## config.mk

```make
export PLATFORM = sky130hd
export DESIGN_NAME = line_fetch_scheduler
export DESIGN_NICKNAME = d
export VERILOG_FILES = /design/src/rtl/line_fetch_scheduler.sv
export SDC_FILE = /design/constraint.sdc
export NUM_CORES = 1
export LEC_CHECK = 0
export BUFFER_PORTS_ARGS = -buffer_cell sky130_fd_sc_hd__buf_2
export CORE_MARGIN = 1.5
export CORE_UTILIZATION = 51
export CTS_BUF_LIST = sky130_fd_sc_hd__clkbuf_16
export DETAILED_ROUTE_END_ITERATION = 7
export PLACE_DENSITY = 0.92
export SYNTH_ARGS = -nofsm -noshare
export SYNTH_HDL_FRONTEND = slang
export SYNTH_SLANG_ARGS = --single-unit
```

## constraint.sdc

```tcl
create_clock -name clk_i -period 4.56 [get_ports clk_i]
set_clock_uncertainty 0.05 [all_clocks]
set_input_delay 0.684 -clock clk_i [delete_from_list [all_inputs] [get_ports clk_i]]
set_output_delay 0.684 -clock clk_i [all_outputs]
set_load 0.02 [all_outputs]
```

## src/rtl/line_fetch_scheduler.sv

```systemverilog
// Per-scanline fetch scheduler: kicks a render pass at hblank and shares one ROM read port
// round-robin among the layer fetchers. Optional build macro: SCHED_FIXED_PRIO_EN.
module line_fetch_scheduler #(
    parameter int unsigned NREQ         = 3,
    parameter int unsigned AW           = 24,
    parameter int unsigned DW           = 32,
    parameter int unsigned LINE_START_H = 256,
    parameter int unsigned VIS_FIRST    = 16,
    parameter int unsigned VIS_LAST     = 239
) (
    input  logic               clk_i,
    input  logic               rst_i,
    input  logic               clk_pix_i,
    input  logic [8:0]         hc_i,
    input  logic [8:0]         vc_i,
    output logic               line_start_o,
    output logic [8:0]         render_ln_o,
    input  logic [NREQ-1:0]    req_i,
    input  logic [NREQ*AW-1:0] req_addr_i,
    input  logic [NREQ-1:0]    done_i,
    output logic [NREQ-1:0]    gnt_o,
    output logic [NREQ-1:0]    rd_valid_o,
    output logic [DW-1:0]      rd_data_o,
    output logic               rom_req_o,
    output logic [AW-1:0]      rom_addr_o,
    input  logic               rom_ack_i,
    input  logic [DW-1:0]      rom_data_i,
    output logic               busy_o,
    output logic               overrun_o
);

    localparam int unsigned IW = (NREQ > 1) ? $clog2(NREQ) : 1;

    typedef enum logic [1:0] {StIdle, StArb, StXfer, StAbort} state_e;

    state_e          state_q;
    logic [IW-1:0]   ptr_q;
    logic [IW-1:0]   gnt_idx_q;
    logic [NREQ-1:0] gnt_q;
    logic [NREQ-1:0] rd_valid_q;
    logic [DW-1:0]   rd_data_q;
    logic            rom_req_q;
    logic [AW-1:0]   rom_addr_q;
    logic            line_start_q;
    logic [8:0]      render_ln_q;
    logic [8:0]      kick_vc_q;
    logic            overrun_q;

    logic            kick;
    logic            xfer_end;
    logic            settle;
    logic [NREQ-1:0] pending;
    logic [NREQ-1:0] pick_oh;
    logic            pick_valid;
    logic [IW-1:0]   pick_idx;
    logic [AW-1:0]   pick_addr;
    logic [IW-1:0]   ptr_next;
    int unsigned     scan;

    assign kick = clk_pix_i && (hc_i == 9'(LINE_START_H)) &&
                  (vc_i >= 9'(VIS_FIRST)) && (vc_i <= 9'(VIS_LAST));

    assign xfer_end = rom_ack_i && ((state_q == StXfer) || (state_q == StAbort));

    // Requesters need one clk to react to line_start or to their own rd_valid.
    assign settle = line_start_q || (rd_valid_q != '0);

    always_comb begin
        pending    = req_i & ~done_i;
        pick_valid = 1'b0;
        pick_idx   = '0;
        pick_oh    = '0;
        pick_addr  = '0;
        scan       = 0;
        for (int unsigned k = 0; k < NREQ; k++) begin
            scan = 32'(ptr_q) + k;
            if (scan >= NREQ) begin
                scan = scan - NREQ;
            end
            if (!pick_valid && pending[IW'(scan)]) begin
                pick_valid = 1'b1;
                pick_idx   = IW'(scan);
            end
        end
`ifdef SCHED_FIXED_PRIO_EN
        if (pending[0]) begin
            pick_valid = 1'b1;
            pick_idx   = '0;
        end
`endif
        for (int unsigned k = 0; k < NREQ; k++) begin
            if (pick_idx == IW'(k)) begin
                pick_oh[k] = pick_valid;
                pick_addr  = req_addr_i[k*AW +: AW];
            end
        end
    end

    always_comb begin
        if (gnt_idx_q == IW'(NREQ - 1)) begin
            ptr_next = '0;
        end else begin
            ptr_next = gnt_idx_q + 1'b1;
        end
`ifdef SCHED_FIXED_PRIO_EN
        if (gnt_idx_q == '0) begin
            ptr_next = ptr_q;
        end
`endif
    end

    always_ff @(posedge clk_i or posedge rst_i) begin
        if (rst_i) begin
            state_q      <= StIdle;
            ptr_q        <= '0;
            gnt_idx_q    <= '0;
            gnt_q        <= '0;
            rd_valid_q   <= '0;
            rd_data_q    <= '0;
            rom_req_q    <= 1'b0;
            rom_addr_q   <= '0;
            line_start_q <= 1'b0;
            render_ln_q  <= '0;
            kick_vc_q    <= '0;
            overrun_q    <= 1'b0;
        end else begin
            line_start_q <= 1'b0;
            rd_valid_q   <= '0;

            // The ROM transaction completes the same way whether or not it was aborted.
            if (xfer_end) begin
                gnt_q      <= '0;
                rom_req_q  <= 1'b0;
                rd_data_q  <= rom_data_i;
                rd_valid_q <= gnt_q;
                ptr_q      <= ptr_next;
            end

            unique case (state_q)
                StIdle: begin
                    if (kick) begin
                        line_start_q <= 1'b1;
                        render_ln_q  <= vc_i + 9'd1;
                        state_q      <= StArb;
                    end
                end
                StArb: begin
                    if (kick) begin
                        overrun_q    <= 1'b1;
                        line_start_q <= 1'b1;
                        render_ln_q  <= vc_i + 9'd1;
                    end else if (settle) begin
                        state_q <= StArb;
                    end else if (&done_i) begin
                        state_q <= StIdle;
                    end else if (pick_valid) begin
                        gnt_q      <= pick_oh;
                        gnt_idx_q  <= pick_idx;
                        rom_req_q  <= 1'b1;
                        rom_addr_q <= pick_addr;
                        state_q    <= StXfer;
                    end
                end
                StXfer: begin
                    if (rom_ack_i) begin
                        state_q <= StArb;
                        if (kick) begin
                            overrun_q    <= 1'b1;
                            line_start_q <= 1'b1;
                            render_ln_q  <= vc_i + 9'd1;
                        end
                    end else if (kick) begin
                        overrun_q <= 1'b1;
                        kick_vc_q <= vc_i;
                        state_q   <= StAbort;
                    end
                end
                StAbort: begin
                    if (rom_ack_i) begin
                        line_start_q <= 1'b1;
                        render_ln_q  <= (kick ? vc_i : kick_vc_q) + 9'd1;
                        state_q      <= StArb;
                    end else if (kick) begin
                        kick_vc_q <= vc_i;
                    end
                end
                default: state_q <= StIdle;
            endcase
        end
    end

    assign line_start_o = line_start_q;
    assign render_ln_o  = render_ln_q;
    assign gnt_o        = gnt_q;
    assign rd_valid_o   = rd_valid_q;
    assign rd_data_o    = rd_data_q;
    assign rom_req_o    = rom_req_q;
    assign rom_addr_o   = rom_addr_q;
    assign busy_o       = (state_q != StIdle);
    assign overrun_o    = overrun_q;

endmodule

```

==> results.sh <==
export IMPL_antenna_cells=0
export IMPL_grt_overflow_total=0
export IMPL_worstHoldStart="overrun_o$_DFFE_PP0P_"
export IMPL_drive_above_1_share_pct=49.3
export IMPL_synth_top_family_by_area="multiplexers"
export IMPL_rows=34
export IMPL_cts_hold_buf=0
export IMPL_r2r_cells=8
export IMPL_dp_final_hpwl_microns=8550
export IMPL_critPathTopFamily="compound AO/OA/AOI/OAI gates"
export IMPL_start_kind="flop"
export IMPL_track_usage_pct=24.6
export IMPL_portBuffers=206
export IMPL_clkTransAtPathRegs_ps=70
export IMPL_muxShareOfSynthArea_pct=16.4
export IMPL_crit_start="ptr_q[1]$_DFFE_PP0P_"
export IMPL_place_ws_ps=1100
export IMPL_whs_path_depth=1
export IMPL_dieArea_sq_um=9420
export IMPL_htreeDepth=3
export IMPL_root_buffer="clkbuf_16"
export IMPL_cts_max_path_buffers=2
export IMPL_avgRoutedWirePerCell_microns=16.0
export IMPL_power_density_nw_per_um2=678
export IMPL_crit_chain="ha_1 -> nand2_1 -> o211a_1 -> nor3_2 -> a32o_1 -> buf_4 -> mux2i_1 -> o211ai_2"
export IMPL_vias=3875
export IMPL_critPathRequiredTime_ps=4710
export IMPL_detail_route_vias_per_cell=5.49
export IMPL_criticalPathCategory="reg -> reg"
export IMPL_synth_xor_area_share_pct=2.33
export IMPL_cts_made_buffers=9
export IMPL_rsz0062_at_grt="false"
export IMPL_worstPathArrival_ps=3390
export IMPL_final_hold_violation_count=0
export IMPL_ctsResizeCount=0
export IMPL_first_global_vias=4008
export IMPL_antenna_found_initial=0
export IMPL_synth_flop_cell="dfrtp_1"
export IMPL_layout_cells_most_common="buf_2"
export IMPL_final_cell_mix="206 x buf_2, 89 x dfrtp_1, 45 x mux2_2"
export IMPL_grt_pass1_wl_microns=18700
export IMPL_cts_tree="yes"
export IMPL_r2r_end="rom_addr_o[6]$_DFFE_PP0P_"
export IMPL_syn_inst=391
export IMPL_ys_ff_latch=89
export IMPL_slew_limit_headroom_pct=32.9
export IMPL_async_reset_ff_share_pct=100
export IMPL_setup_viol=0
export IMPL_synth_compound_area_share_pct=12.0
export IMPL_whs_endpoint="overrun_o$_DFFE_PP0P_"
export IMPL_pin_count=207
export IMPL_cap_violations=0
export IMPL_core_sq_um=8640
export IMPL_die_h_microns=97.0
export IMPL_initial_core_util_pct=52.2
export IMPL_power_uw=4010
export IMPL_rr_startpoint="ptr_q[1]$_DFFE_PP0P_"
export IMPL_synth_fa_ha_area_share_pct=2.22
export IMPL_cts_sinks=89
export IMPL_ir_worst_vdd_v=0.000364
export IMPL_firstDrtPassIters=4
export IMPL_cp_slowest_cell="a32o_1"
export IMPL_drc=0
export IMPL_area_growth_pct=31.3
export IMPL_yosys_area_share_simple_pct=13.4
export IMPL_wl_microns=11300
export IMPL_ys_seq_area_share_pct=49.4
export IMPL_die_w_microns=97.0
export IMPL_path_buf_inv=1
export IMPL_nNetsFinal=733
export IMPL_timing_fmax_mhz=308
export IMPL_grt_start_max_net_pins=59
export IMPL_routabilityCongestion=0.860
export IMPL_timing_final_crit_share_pct=71.1
export IMPL_setup_tns_ps=0
export IMPL_p_leak_uw=0.00295
export IMPL_r2r_slack_ps=1320
export IMPL_ant_nets=0
export IMPL_hold_class="reg -> reg"
export IMPL_netlist_area_sq_um=4510
export IMPL_cp_max_fo=19
export IMPL_setup_slack_ps=1320
export IMPL_end_kind="flop"
export IMPL_hold_ws_ps=400
export IMPL_yosysWarnings=0
export IMPL_finalMaxSlewViolations=0
export IMPL_synth_edf_count=0
export IMPL_synth_area_per_cell_sq_um=11.5
export IMPL_slowest_delay_ps=870
export IMPL_status="finished clean"
export IMPL_cts_setup_buffers=0
export IMPL_yosysUniqueCellTypes=53
export IMPL_fin_crit_ps=3240
export IMPL_dr_first_iter_drc_count=165
export IMPL_clkLatencyLatePin_ps=330
export IMPL_syn_nets=531
export IMPL_worstMarginPinSlew_ps=1010
how the worst max path moves through the flow:
stage	end	slack (ps)	cells past startpoint
6_report	rom_addr_o[6]$_DFFE_PP0P_	1320	8
5_1_grt	render_ln_o[6]$_DFFE_PP0P_	1100	12
4_1_cts	rom_addr_o[6]$_DFFE_PP0P_	1350	8
3_5_place_dp	render_ln_o[4]$_DFFE_PP0P_	1100	10
3_3_place_gp	render_ln_o[4]$_DFFE_PP0P_	1370	10
2_1_floorplan	gnt_idx_q[0]$_DFFE_PP0P_	1520	1
final cells by class:
| cell class | instances | area, sq um |
|---|---|---|
| timing repair buffer | 211 | 1070 |
| clock buffer | 9 | 225 |
| clock inverter | 7 | 86.3 |
| tap | 108 | 135 |
| multi-input combinational | 264 | 2110 |
| sequential | 89 | 2230 |
| fill | 659 | 2710 |
| inverter | 18 | 68.8 |
cells by family (layout without fill, tap and decap cells):
| family | count (synthesis) | after routing |
|---|---|---|
| muxes | 68 | 68 |
| DFF | 89 | 89 |
| buffers and inverters | 38 | 245 |
| adders and majority gates | 8 | 8 |
| and+or+nand+nor | 111 | 111 |
| xor gates and xnor gates | 12 | 12 |
| AOI/OAI and AO/OA | 65 | 65 |
Yosys cell counts (2+ instances only):
cell type / number / share of area [%]
a21oi_1: 10 / 1.1
nand2b_1: 22 / 3.1
inv_1: 17 / 1.4
nand2_1: 22 / 1.8
o211ai_2: 9 / 2.5
nor3b_1: 2 / 0.33
o211ai_1: 11 / 1.8
and3_1: 3 / 0.42
nor4_1: 4 / 0.55
xnor2_1: 8 / 1.6
o31ai_1: 2 / 0.33
clkbuf_1: 6 / 0.50
a211oi_2: 2 / 0.55
a222oi_1: 7 / 1.6
mux2_2: 45 / 11
nor2_1: 15 / 1.2
a21o_1: 3 / 0.50
ha_1: 8 / 2.2
nand4_1: 2 / 0.28
o21a_1: 2 / 0.33
buf_4: 4 / 0.67
o21ai_0: 3 / 0.33
xor2_1: 4 / 0.78
o21ai_1: 6 / 0.67
dfrtp_1: 89 / 49
nand3_1: 27 / 3.0
buf_2: 6 / 0.67
mux2i_1: 22 / 4.9
buf_6: 4 / 1.0
nor2b_1: 3 / 0.42
sequential cells by signal (all words and copies together), names as in the netlist, 2 cells and up:
| name | count |
|---|---|
| rd_data_o | 32 |
| rom_addr_o | 24 |
| kick_vc_q | 9 |
| render_ln_o | 9 |
| gnt_o | 3 |
| rd_valid_o | 3 |
| gnt_idx_q | 2 |
| ptr_q | 2 |
| state_q | 2 |
metal layers:
| metal | part of all wire [%] | up-vias | GRT usage, % |
|---|---|---|---|
| met2 | 53 | 132 | 42.9 |
| met3 | 5.8 | 20 | 5.42 |
| li1 | - | 1807 | - |
| met5 | 0 | - | 0 |
| met4 | 1.7 | 0 | 10.7 |
| met1 | 39 | 1916 | 29.1 |
report_power, final:
| group | switching [uW] | total, uW | internal, uW | leakage, uW |
|---|---|---|---|---|
| clock network | 291 | 765 | 474 | 0.000148 |
| logic | 1170 | 1940 | 775 | 0.00170 |
| registers | 184 | 1310 | 1120 | 0.00110 |
| total | 1640 | 4010 | 2370 | 0.00295 |
stage by stage:
stage / utilization [%] / std cells / area (sq um)
after floorplan: - / 391 / 4510
after global placement: 65.0 / 690 / 5610
after detailed placement: 65.0 / 690 / 5610
after CTS: 68.6 / 706 / 5920
after global routing: 68.6 / 706 / 5920
final: 68.6 / 706 / 5920
(Power assumes the default switching activity.)
